===== config.mk =====
export PLATFORM = sky130hd
export DESIGN_NAME = machine_controller
export DESIGN_NICKNAME = d
export VERILOG_FILES = /design/src/rtl/machine_controller.sv
export SDC_FILE = /design/constraint.sdc
export NUM_CORES = 1
export LEC_CHECK = 0
export BUFFER_PORTS_ARGS = -buffer_cell sky130_fd_sc_hd__buf_2
export CORE_AREA = 5 5 42 44
export CTS_BUF_LIST = sky130_fd_sc_hd__clkbuf_16
export DETAILED_ROUTE_END_ITERATION = 10
export DIE_AREA = 0 0 47 49
export PLACE_DENSITY = 0.61
export SYNTH_ARGS = -nofsm -noshare
export SYNTH_HDL_FRONTEND = slang
export SYNTH_SLANG_ARGS = --single-unit

===== constraint.sdc =====
create_clock -name clock -period 1.7 [get_ports clock]
set_clock_uncertainty 0.15 [all_clocks]
set_input_delay 0.255 -clock clock [delete_from_list [all_inputs] [get_ports clock]]
set_output_delay 0.255 -clock clock [all_outputs]
set_load 0.1 [all_outputs]

===== src/rtl/machine_controller.sv =====
// Eight-slot instruction-cycle sequencer for the 8-bit RISC CPU.
// Optional MACHINE_CTRL_HALT_LATCH_EN makes HLT a sticky halt state.
module machine_controller #(
  parameter int OP_W  = 3,
  parameter int NSLOT = 8
) (
  input  logic            clock,
  input  logic            reset,
  input  logic            ena,
  input  logic [OP_W-1:0] opcode,
  input  logic            zero,
  output logic            inc_pc,
  output logic            load_acc,
  output logic            load_pc,
  output logic            rd,
  output logic            wr,
  output logic            load_ir,
  output logic            datactl_ena,
  output logic            halt,
  output logic [2:0]      slot
);

  localparam logic [OP_W-1:0] OP_HLT  = OP_W'(0);
  localparam logic [OP_W-1:0] OP_SKZ  = OP_W'(1);
  localparam logic [OP_W-1:0] OP_ADD  = OP_W'(2);
  localparam logic [OP_W-1:0] OP_ANDD = OP_W'(3);
  localparam logic [OP_W-1:0] OP_XORR = OP_W'(4);
  localparam logic [OP_W-1:0] OP_LDA  = OP_W'(5);
  localparam logic [OP_W-1:0] OP_STO  = OP_W'(6);
  localparam logic [OP_W-1:0] OP_JMP  = OP_W'(7);

  localparam logic [2:0] SLOT_LAST = 3'(NSLOT - 1);

  typedef struct packed {
    logic inc_pc;
    logic load_acc;
    logic load_pc;
    logic rd;
    logic wr;
    logic load_ir;
    logic datactl_ena;
    logic halt;
  } strb_t;

  logic [2:0] slot_q, slot_d;
  strb_t      strb_q, strb_d;
  strb_t      dec;

  logic is_alu;
  logic is_skz1;
  logic is_hlt;

  assign is_alu  = (opcode == OP_ADD) || (opcode == OP_ANDD) ||
                   (opcode == OP_XORR) || (opcode == OP_LDA);
  assign is_skz1 = (opcode == OP_SKZ) && zero;
  assign is_hlt  = (opcode == OP_HLT);

  // Output decode: strobes for the slot being sampled this edge.
  always_comb begin
    dec = '0;
    case (slot_q)
      3'd0: begin
        dec.rd      = 1'b1;
        dec.load_ir = 1'b1;
        dec.inc_pc  = 1'b1;
      end
      3'd1: begin
        dec.rd      = 1'b1;
        dec.load_ir = 1'b1;
      end
      3'd2: dec = '0;
      3'd3: begin
        dec.inc_pc = 1'b1;
        dec.halt   = is_hlt;
      end
      3'd4: begin
        dec.load_pc     = (opcode == OP_JMP);
        dec.rd          = is_alu;
        dec.datactl_ena = (opcode == OP_STO);
      end
      3'd5: begin
        dec.rd          = is_alu;
        dec.load_acc    = is_alu;
        dec.inc_pc      = is_skz1 || (opcode == OP_JMP);
        dec.load_pc     = (opcode == OP_JMP);
        dec.wr          = (opcode == OP_STO);
        dec.datactl_ena = (opcode == OP_STO);
      end
      3'd6: begin
        dec.rd          = is_alu;
        dec.inc_pc      = is_skz1;
        dec.datactl_ena = (opcode == OP_STO);
      end
      3'd7: dec.inc_pc = is_skz1;
      default: dec = '0;
    endcase
  end

`ifdef MACHINE_CTRL_HALT_LATCH_EN
  logic halted_q, halted_d;

  always_comb begin
    slot_d   = 3'd0;
    strb_d   = '0;
    halted_d = halted_q;
    if (halted_q) begin
      slot_d      = 3'd4;
      strb_d.halt = 1'b1;
    end else if (ena) begin
      if (slot_q == 3'd3 && is_hlt) begin
        halted_d    = 1'b1;
        slot_d      = 3'd4;
        strb_d.halt = 1'b1;
      end else begin
        strb_d = dec;
        slot_d = (slot_q == SLOT_LAST) ? 3'd0 : slot_q + 3'd1;
      end
    end
  end

  always_ff @(posedge clock) begin
    if (reset) begin
      slot_q   <= 3'd0;
      strb_q   <= '0;
      halted_q <= 1'b0;
    end else begin
      slot_q   <= slot_d;
      strb_q   <= strb_d;
      halted_q <= halted_d;
    end
  end
`else
  always_comb begin
    slot_d = 3'd0;
    strb_d = '0;
    if (ena) begin
      strb_d = dec;
      slot_d = (slot_q == SLOT_LAST) ? 3'd0 : slot_q + 3'd1;
    end
  end

  always_ff @(posedge clock) begin
    if (reset) begin
      slot_q <= 3'd0;
      strb_q <= '0;
    end else begin
      slot_q <= slot_d;
      strb_q <= strb_d;
    end
  end
`endif

  assign inc_pc      = strb_q.inc_pc;
  assign load_acc    = strb_q.load_acc;
  assign load_pc     = strb_q.load_pc;
  assign rd          = strb_q.rd;
  assign wr          = strb_q.wr;
  assign load_ir     = strb_q.load_ir;
  assign datactl_ena = strb_q.datactl_ena;
  assign halt        = strb_q.halt;
  assign slot        = slot_q;

endmodule

* Word level (Yosys, flattened, before mapping) *
Index checks and enable logic that the tools add are counted.

storage, ports and cells
  register bits = 11
  input bits = 7
  output and inout bits = 11
  logic and storage cells = 49

cells by class
  add/subtract/negate cells = 1
  eq/ne operators = 13
  multiplexer cells = 3
  bitwise gates (word level) = 5
  reduce and logical (&&, ||, !) cells = 18

operators by type and width
  operator             number
  $eq 3x3->1 const B   8
  $reduce_or 3->1      6
  $reduce_or 2->1      5
  $eq 3x2->1 const B   3
  $eq 3x1->1 const B   2
  $logic_not 3->1      2
  $not 1->1            5
  $logic_or 1x1->1     4
  $add 3x1->3 const B  1
  $pmux 1 s3           1
  $pmux 1 s2           1
  $logic_and 1x1->1    1
  $mux 1               1

* Longest topological paths before layout *
Gate-level depths: netlist of run 1.

  depth in word-level cells = 5
  gate-level depth with buffers = 5
  gate-level depth less buffers = 5

* Worst setup path after synthesis of run 1 *
Ideal clock, no wire load.

  kind = register -> register
  start = register slot_q[1], in the netlist slot[1]
  end = register strb_q (netlist bit rd)
  library setup time = 120 ps
  arrival time = 1949 ps
  required time = 1430 ps
  path slack = -519 ps
  stages on the path, launching flop included = 6
  buffers on the path = 0
  period minus slack after synthesis = 2219 ps
  path through = dfxtp_1 -> inv_1 -> ha_1 -> o31ai_1 -> nor3_1 -> or2_1

between the ends
  word-level cells in the longest chain between the ends = 3
  elaborated cells between the ends (all ways) = 8
  those cells by class = 4 x eq/ne; 1 x mux; 3 x reduce/logical

ends and longest elaborated chain
  what                                                          RTL line  text
  start, declared                                               45        logic [2:0] slot_q, slot_d;
  start signal, assigned                                        147       slot_q <= slot_d;
  $eq 3x3->1 (tied with other cells)                            61        case (slot_q)
  $reduce_or 3->1 (no line) or $reduce_or 2->1 (tied branches)  n/a
  $pmux 1 s2 (*)                                                61
  end signal, assigned                                          148       strb_q <= strb_d;
  end, declared                                                 46        strb_t strb_q, strb_d;

Every way passes the cells marked *; elsewhere a longest branch is shown, timed or not.
A chain may end at the register's enable or synchronous reset.

* Final worst setup path of run 1 *
Same ends and word-level chain as after synthesis.

==> out/qor.txt, run 1 <==
Pins Over Slew Limit = 0
DIE HEIGHT = 49 um
Hold Startpoint = opcode[0]
Final setup margin = 0.177 ns
Synth Net Count = 57
IO Port Bufs = 17
Die ar. = 0.00230 sq mm
Critical Path AT = 1.50 ns
DRC = 0
Starting Density = 31.9%
Diode count = 0
Hold_ws = 0.0840 ns
DRT met1 WL = 359 um
Synth Instances = 44
Maxcap violations = 0
Clock transition at the registers of the reported paths = 0.04 ns
Pre-Repair DR Iteration Count = 4
Area of the multi-input gates = 210 sq um
Endpoints failing hold = 0
Min Tclk post-route = 1.52 ns
Crit Path Max Fanout = 7
Hold Crit Class = in2reg
WL per Instance = 11.5 um
Vias per inst = 4.69
Reg2Reg Setup Slack = 0.18 ns
Slew @ Worst Pin = 0.487 ns
Worst Path Required = 1.68 ns
Fin area = 637 sq um
CTS tree = built
Clock Tree Root = clkbuf_16
Area occupied by registers = 224 sq um
Top cell type's share of synthesized area = 49.3%
Cell Rows = 14
Power Density = 1230 mW/mm^2
RR Endpoint = rd$_SDFF_PP0_
Post-synth top area cell = dfxtp_1
# setup viols final = 0
# IOs = 18
Worst hold endpoint = halt$_SDFF_PP0_
Final period utilization = 89.6%
Setup CP Type = reg2reg
Fmax = 656 MHz
Fill count = 140
CTS buffer count = 3
RSZ-0062 raised after global routing = no
Final layout net count = 79
Rel. slew slack = 67.7%
Antenna violations before repair = 0
First-pass GRT wire length = 1680 um
Iteration-0 DRC Markers = 4
Crit path cell chain = inv_1, ha_1, o31ai_1, nor3_1, or2_1
Largest net degree at the start of global routing = 10
Syn_area_per_cell = 10.2 sq um
Dpl cell area = 558 sq um
Worst setup SP type = flop
Die span in x = 47 um
Share of layout cells above drive strength 1 = 36.9%
DRT antenna net count = 0
Synth area leaders = dfxtp_1 49%, ha_1 17%, nor3_1 5.6%
DP HPWL = 729 um
Ys Warns = 0
Pre-CTS setup slack = 0.189 ns
Wire length on met3 = 113 um
Outcome = complete, no violations
Via count = 380
Lkg Pwr = 0.000303 uW
Post-CTS sizing = 0
Register area share after synthesis = 49.3%
Layout area overhead = 42.6%
Post-CTS Hold Buffers = 0
Peak supply drop = 0.000458 V
Slowest CP cell = dfxtp_2
Max clock buf depth = 2
GPL Wtd Cong = 0.712
Core area = 0.00140 sq mm
Clk_lat worst skew = 0.24 ns
Gr ovfl total = 0
Critical R2R Launch = slot[1]$_SDFF_PP0_
Overall routing resource usage = 10.4%
WL met2 = 437 um
Vias in the first global route = 405
Synthesized cell area = 447 sq um
CP endpoint kind = flop
Yosys reg bits = 11
Crit-path max cell delay = 0.38 ns
Top Layer Used = met4
Worst reg-to-reg path cell count = 5
H-tree depth = 1
Post-CTS setup buffers = 0
Final Util = 45.4%
Routed WL = 935 um
Yosys cell types = 18
Hold Crit Depth = 2
Clock sinks = 11
cell usage in the layout (no fill, tap or decap), drive strengths merged:
cell / netlist / layout
nor3b: 1 / 1
dfxtp: 11 / 11
o22ai: 1 / 1
xnor2: 1 / 1
ha: 6 / 6
buf: 1 / 18
clkbuf: 0 / 3
a2bb2oi: 1 / 1
o31ai: 1 / 1
nor4: 3 / 3
nor4bb: 1 / 1
inv: 3 / 4
a21oi: 1 / 1
nor2: 2 / 2
or3: 1 / 1
nand2b: 1 / 1
nand2: 3 / 3
or2: 1 / 1
nor3: 5 / 5
synth_stat cells:
master and n:
o22ai_1 1, nor3_1 5, nor2_1 2, nor4bb_1 1, a21oi_1 1, or3_1 1, dfxtp_1 11, ha_1 6
nand2b_1 1, nand2_1 3, nor4_1 3, xnor2_1 1, a2bb2oi_1 1, buf_2 1, nor3b_1 1, inv_1 3
o31ai_1 1, or2_1 1
worst max-delay path: cells and delay by family, from the launching register on:
family / cells / cell delay, ns
adder cells (fa/ha/maj): 1 / 0.20
buffers and inverters: 1 / 0.08
flip-flops: 1 / 0.38
AO/OA/AOI/OAI: 1 / 0.32
AND/OR/NAND/NOR: 2 / 0.29
routing by layer:
layer | global-route usage, % | vias up
met5 | 0 | -
met4 | 6.91 | 0
met3 | 5.17 | 3
met2 | 15.2 | 16
met1 | 11.5 | 166
li1 | - | 195
where the power goes:
part	internal, uW	switching, uW
sequential	266	4.16
clock	308	111
combinational	21.5	69.8
total	596	185
logic make-up after synthesis:
family	synth area share, %
buffers and inverters	3.64
AO/OA/AOI/OAI	6.16
AND/OR/NAND/NOR	22.1
adder cells (fa/ha/maj)	16.8
XOR/XNOR	1.96
flip-flops	49.3
stage by stage:
step / total power (uW) / std cells / TNS (ns)
after floorplan: 345 / 44 / -0.144
after global placement: 366 / 77 / 0
after detailed placement: 367 / 77 / 0
after CTS: 791 / 81 / 0
after global routing: 813 / 81 / 0
final: 781 / 81 / 0
registers in the layout, summed over array words and instances (netlist names):
signal       cells
inc_pc           1
load_acc         1
load_ir          1
halt             1
slot             3
datactl_ena      1
wr               1
rd               1
load_pc          1
worst max-delay path by stage:
stage | from | to | slack (ns) | cells after the start
after floorplan | slot[0]$_SDFF_PP0_ | rd$_SDFF_PP0_ | -0.14 | 5
after global placement | slot[0]$_SDFF_PP0_ | rd$_SDFF_PP0_ | 0.23 | 5
after detailed placement | slot[1]$_SDFF_PP0_ | rd$_SDFF_PP0_ | 0.19 | 5
after CTS | slot[1]$_SDFF_PP0_ | rd$_SDFF_PP0_ | 0.16 | 5
after global routing | slot[1]$_SDFF_PP0_ | rd$_SDFF_PP0_ | 0.05 | 5
final | slot[1]$_SDFF_PP0_ | rd$_SDFF_PP0_ | 0.18 | 5
layout make-up:
class	count	area share, %
Inverter	3	1.77
Clock inverter	1	0.589
Sequential cell	11	35.2
Clock buffer	3	11.8
Timing Repair Buffer	18	14.5
Tap cell	16	3.14
Multi-Input combinational cell	29	33.0
Note: power is estimated with default switching activity, not from simulation.
==> inputs of run 2 (changes only) <==
Settings changed: ABC_AREA set to 1, PLACE_DENSITY 0.61 to 0.63.
==> out/qor.txt, run 2 <==
Post-synth top area cell = dfxtp_1
Post-synth top cells = 11 x dfxtp_1, 7 x inv_1, 7 x nand2_1
Dpl cell area = 581 sq um (+4.0%)
Gr ovfl total = 0 (unchanged)
Share of layout cells above drive strength 1 = 39.2% (+2.3 points)
Crit Path Max Fanout = 5 (-2)
EDFF count, synth = 0 (unchanged)
Die span in x = 47 um (unchanged)
Multiplexer area fraction after synthesis = 0% (unchanged)
Antenna violations before repair = 0 (unchanged)
CP endpoint kind = output pin
First-pass GRT wire length = 1590 um (-5.0%)
Hold Startpoint = opcode[1]
RSZ-0062 raised after global routing = no
Max clock buf depth = 2 (unchanged)
CTS buffer count = 3 (unchanged)
# setup viols final = 0 (unchanged)
Starting Density = 33.7% (+1.8 points)
Yosys reg bits = 11 (unchanged)
DRC = 0 (unchanged)
Final period utilization = 85.1% (-4.5 points)
Top cell type's share of synthesized area = 46.7% (-2.6 points)
Combinational family with the most area after synthesis = simple AND/OR/NAND/NOR gates
GPL Wtd Cong = 0.784 (+10%)
Lkg Pwr = 0.000332 uW (+9.6%)
Diode count = 0 (unchanged)
RR Endpoint = rd$_SDFF_PP0_
Vias in the first global route = 390 (-3.7%)
# IOs = 18 (unchanged)
Vias per inst = 4.48 (-4.6%)
P_int = 595 uW (-0.14%)
Synth Instances = 53 (+20%)
Most used DFF post-synth = dfxtp_1
Most common cell after layout, fill and taps aside = buf_2
Worst path top cell family by delay = buffers and inverters
Synth Area in Adders = 15.9% (-0.89 points)
Critical Path AT = 1.04 ns (-0.46 ns)
Clk_lat worst skew = 0.24 ns (about the same)
Most common cell in the synthesized netlist = dfxtp_1
Crit path cell chain = buf_2
DP HPWL = 751 um (+3.1%)
CTS tree = built
Via count = 403 (+6.1%)
Fin area = 659 sq um (+3.5%)
Clock sinks = 11 (unchanged)
Most frequent cells in the layout = 17 x buf_2, 8 x inv_1, 8 x dfxtp_1
Hold Crit Depth = 2 (unchanged)
H-tree depth = 1 (unchanged)
Max FFs per register = 3 (unchanged)
Rel. slew slack = 67.7% (about the same)
Post-CTS sizing = 0 (unchanged)
Ys Warns = 0 (unchanged)
Endpoints failing hold = 0 (unchanged)
Worst reg-to-reg path cell count = 4 (-1)
Fraction of registers with async set/reset = 0% (unchanged)
Fin Setup TNS = 0 ns (unchanged)
Part of the power in combinational logic = 12.1% (+0.4 points)
Worst Path Required = 1.29 ns (-0.39 ns)
Critical R2R Launch = slot[0]$_SDFF_PP0_
WL per Instance = 11.0 um (-4.7%)
Overall routing resource usage = 10.1% (-0.35 points)
Worst setup SP type = flop
Post-CTS setup buffers = 0 (unchanged)
Layout area overhead = 39.8%
Synth Net Count = 66 (+16%)
Fmax = 692 MHz (+5.3%)
Iteration-0 DRC Markers = 19 (+15)
IO Port Bufs = 17 (unchanged)
Sw frac = 24.0% (+0.24 points)
Largest net degree at the start of global routing = 7 (-3)
Worst hold endpoint = halt$_SDFF_PP0_
Setup CP Type = reg2out
Final layout net count = 88 (+11%)
Routed WL = 990 um (+5.9%)
Critical path buffers and inverters = 1 (unchanged)
Die ar. = 0.00230 sq mm (unchanged)
DIE HEIGHT = 49 um (unchanged)
Core area = 0.00140 sq mm (unchanged)
Pre-Repair DR Iteration Count = 4 (unchanged)
Maxcap violations = 0 (unchanged)
Sequential power share = 34.5% (about the same)
Compound-Gate Fraction of Synth Area = 6.90% (+0.73 points)
Reg2Reg Setup Slack = 0.37 ns (+0.19 ns)
Clock Tree Root = clkbuf_16
Outcome = complete, no violations
Switch Pwr = 188 uW (+1.2%)
Synth area leaders = dfxtp_1 47%, ha_1 16%, inv_1 5.6%
Post-Synth Simple-Gate Area = 24.1% (+2.0 points)
Clock power share = 53.3% (-0.4 points)
DRT antenna net count = 0 (unchanged)
Post-CTS Hold Buffers = 0 (unchanged)
Slew @ Worst Pin = 0.488 ns (+0.000410 ns)
XOR/XNOR Fraction of Synth Area = 0% (-2.0 points)
Register area share after synthesis = 46.7% (-2.6 points)
Synthesized cell area = 472 sq um (+5.6%)
Min Tclk post-route = 1.45 ns (-0.0771 ns)
Cell Rows = 14 (unchanged)
Yosys cell types = 15 (-3)
Power Density = 1190 mW/mm^2 (-3.2%)
Syn_area_per_cell = 8.90 sq um (-12%)
Hold Crit Class = in2reg
Clock transition at the registers of the reported paths = 0.04 ns (about the same)
Peak supply drop = 0.000343 V (-25%)
Pins Over Slew Limit = 0 (unchanged)
Slowest CP cell = buf_2
Crit-path max cell delay = 0.44 ns (+0.06 ns)
[run 2: cell count changes in the layout (fill, tap and decap cells not counted), sizes merged, moves of 2 or more]
cell and delta:
inv +5, nand2 +4, nor3 -5, o21ai +3, nor2 +7, nand3 +2
[run 2: power by group through the flow]
stage               combinational [uW]  clock [uW]  sequential (uW)
finish                            94.8         417              270
global route                       101         449              271
CTS                               95.5         428              270
detailed placement                94.8           0              275
global placement                  94.6           0              275
floorplan                         24.2           0              324
[run 2: how the worst max path moves through the flow]
stage                                  start            end  slack, ns  depth (start not counted)
after floorplan           slot[1]$_SDFF_PP0_  rd$_SDFF_PP0_       0.02                          4
after global placement    slot[0]$_SDFF_PP0_  rd$_SDFF_PP0_       0.37                          4
after detailed placement  slot[0]$_SDFF_PP0_  rd$_SDFF_PP0_       0.37                          4
after CTS                 slot[0]$_SDFF_PP0_        slot[0]       0.24                          1
after global routing      slot[0]$_SDFF_PP0_        slot[0]       0.21                          1
final                     slot[0]$_SDFF_PP0_        slot[0]       0.25                          1
[run 2: cell type report]
type | count | area, sq um
clock buffers | 3 | 75.1
clock inverters | 1 | 3.75
fillers | 150 | 742
inverters | 8 | 30.0
multi-input cells | 34 | 221
flip-flops and latches | 11 | 224
well taps | 16 | 20.0
repair buffers | 17 | 85.1
[run 2: cell families (layout without fill, tap and decap cells)]
logic type | Yosys count | count (layout)
adders and majority gates | 6 | 6
and+or+nand+nor | 22 | 22
buffers and inverters | 8 | 29
AOI/OAI and AO/OA | 6 | 6
DFF | 11 | 11
[run 2: routing by layer]
layer	vias to the layer above	GRT usage, %	wire, um
met2	17	12.9	403
met5	-	0	0
met1	172	12.2	440
li1	209	-	-
met3	5	5.90	114
met4	0	6.91	31
[run 2: stage by stage]
step | worst slack (ns) | power, uW | hold WS [ns] | util, % | instances
4_1_cts | 0.244 | 794 | 0.0714 | 47.1 | 90
6_report | 0.254 | 783 | 0.0774 | 47.1 | 90
5_1_grt | 0.211 | 822 | 0.0790 | 47.1 | 90
3_3_place_gp | 0.368 | 369 | 0.294 | 41.4 | 86
2_1_floorplan | 0.0151 | 348 | 0.180 | - | 53
3_5_place_dp | 0.368 | 370 | 0.299 | 41.4 | 86
==> inputs of run 3 (changes only) <==
==> constraint.sdc (replaced) <==
create_clock -name clock -period 1.7 [get_ports clock]
set_clock_uncertainty 0.15 [all_clocks]
set_input_delay 0.51 -clock clock [delete_from_list [all_inputs] [get_ports clock]]
set_output_delay 0.51 -clock clock [all_outputs]
set_load 0.1 [all_outputs]
==> out/qor.txt, run 3 (same netlist as run 2, synthesis figures left out) <==
CTS tree = built
Peak supply drop = 0.000830 V (+140%)
Outcome = complete, no violations
Part of the power in combinational logic = 13.3% (+1.2 points)
Clock power share = 52.3% (-1.0 points)
Worst path top cell family by delay = buffers and inverters
CTS buffer count = 3 (unchanged)
Max clock buf depth = 2 (unchanged)
Sequential power share = 34.4% (about the same)
Rel. slew slack = 67.7% (about the same)
DRT antenna net count = 0 (unchanged)
Critical Path AT = 0.95 ns (-0.09 ns)
# IOs = 18 (unchanged)
Layout area overhead = 55.7%
P_int = 607 uW (+1.9%)
Post-CTS Hold Buffers = 0 (unchanged)
Die ar. = 0.00230 sq mm (unchanged)
H-tree depth = 1 (unchanged)
Setup CP Type = reg2out
Final non-filler cell total = 90 (unchanged)
Most common cell after layout, fill and taps aside = buf_2
Post-CTS sizing = 0 (unchanged)
Cells after DPL = 86 (unchanged)
Crit-path max cell delay = 0.42 ns (-0.02 ns)
WP depth = 1 (unchanged)
Share of layout cells above drive strength 1 = 39.2% (unchanged)
Clk_lat worst skew = 0.24 ns (about the same)
Reg2Reg Setup Slack = 0.32 ns (-0.05 ns)
Die span in x = 47 um (unchanged)
WL per Instance = 11.2 um (+1.5%)
Slew @ Worst Pin = 0.488 ns (+0.000892 ns)
Max FFs per register = 3 (unchanged)
Dpl cell area = 656 sq um (+13%)
Endpoints failing hold = 0 (unchanged)
Overall power = 795 uW (+1.5%)
Hold Crit Class = in2reg
Pre-Repair DR Iteration Count = 4 (unchanged)
Final layout net count = 88 (unchanged)
Core area = 0.00140 sq mm (unchanged)
Vias per inst = 4.62 (+3.2%)
DRC = 0 (unchanged)
Most frequent cells in the layout = 12 x buf_2, 8 x inv_1, 8 x dfxtp_1
Worst reg-to-reg path cell count = 4 (unchanged)
GPL Wtd Cong = 0.696 (-11%)
Lkg Pwr = 0.000348 uW (+4.6%)
Clock Tree Root = clkbuf_16
Diode count = 0 (unchanged)
Clock sinks = 11 (unchanged)
Power Density = 1080 mW/mm^2 (-8.8%)
Pins Over Slew Limit = 0 (unchanged)
Starting Density = 33.7% (unchanged)
First-pass GRT wire length = 1800 um (+13%)
Fin Setup TNS = 0 ns (unchanged)
Largest net degree at the start of global routing = 7 (unchanged)
Critical path buffers and inverters = 1 (unchanged)
Antenna violations before repair = 0 (unchanged)
RSZ-0062 raised after global routing = no
IO Port Bufs = 17 (unchanged)
Post-CTS setup buffers = 0 (unchanged)
DIE HEIGHT = 49 um (unchanged)
Vias in the first global route = 440 (+13%)
Fin area = 734 sq um (+11%)
Clock transition at the registers of the reported paths = 0.04 ns (about the same)
Slowest CP cell = buf_2
Switch Pwr = 188 uW (+0.29%)
Min Tclk post-route = 1.61 ns (+0.168 ns)
CP endpoint kind = output pin
Sw frac = 23.7% (-0.30 points)
Worst setup SP type = flop
Iteration-0 DRC Markers = 4 (-15)
Gr ovfl total = 0 (unchanged)
Cell Rows = 14 (unchanged)
Fmax = 620 MHz (-10%)
Hold Crit Depth = 2 (unchanged)
Via count = 416 (+3.2%)
Crit Path Max Fanout = 1 (-4)
# setup viols final = 0 (unchanged)
Final period utilization = 94.9% (+9.9 points)
Routed WL = 1010 um (+1.5%)
Overall routing resource usage = 11.0% (+0.91 points)
Fill count = 138 (-8.0%)
DP HPWL = 777 um (+3.5%)
Crit path cell chain = buf_2
Worst Path Required = 1.04 ns (-0.25 ns)
Maxcap violations = 0 (unchanged)
[run 3: cell counts in the layout (fill, tap and decap cells not counted)]
Identical to the previous run, type by type.
[run 3: routing by layer]
metal	vias to the layer above	wire, um	global-route usage [%]
met3	0	134	8.12
li1	211	-	-
met1	188	386	11.0
met5	-	0	0
met4	0	0	2.76
met2	17	483	17.6
[run 3: worst paths after layout]
| kind | start | endpoint |
|---|---|---|
| hold reg to reg | slot[0]$_SDFF_PP0_ | slot[0]$_SDFF_PP0_ |
| setup reg to reg | slot[1]$_SDFF_PP0_ | rd$_SDFF_PP0_ |
| hold / removal | opcode[2] | halt$_SDFF_PP0_ |
| setup / recovery | rd$_SDFF_PP0_ | rd |
[run 3: power by group through the flow]
stage               Clock (uW)  Combinational (uW)  Sequential [uW]
floorplan                    0                24.2              324
global placement             0                 105              277
detailed placement           0                 106              277
CTS                        426                 107              273
global route               447                 113              274
finish                     416                 106              273
[run 3: metrics by stage]
step | utilization [%] | hold slack, ns | setup WS, ns
finish | 52.4 | 0.328 | 0.0862
global route | 52.4 | 0.330 | 0.0530
CTS | 52.4 | 0.327 | 0.0772
detailed placement | 46.8 | 0.329 | 0.329
global placement | 46.8 | 0.324 | 0.345
floorplan | - | 0.435 | 0.0151
[run 3: final cells by class]
cell class	count	area (sq um)	share of cell area, %
clock buffers	3	75.1	10.2
repair buffers	17	160	21.8
well taps	16	20.0	2.73
clock inverters	1	3.75	0.511
multi-input cells	34	221	30.2
flip-flops and latches	11	224	30.5
inverters	8	30.0	4.09
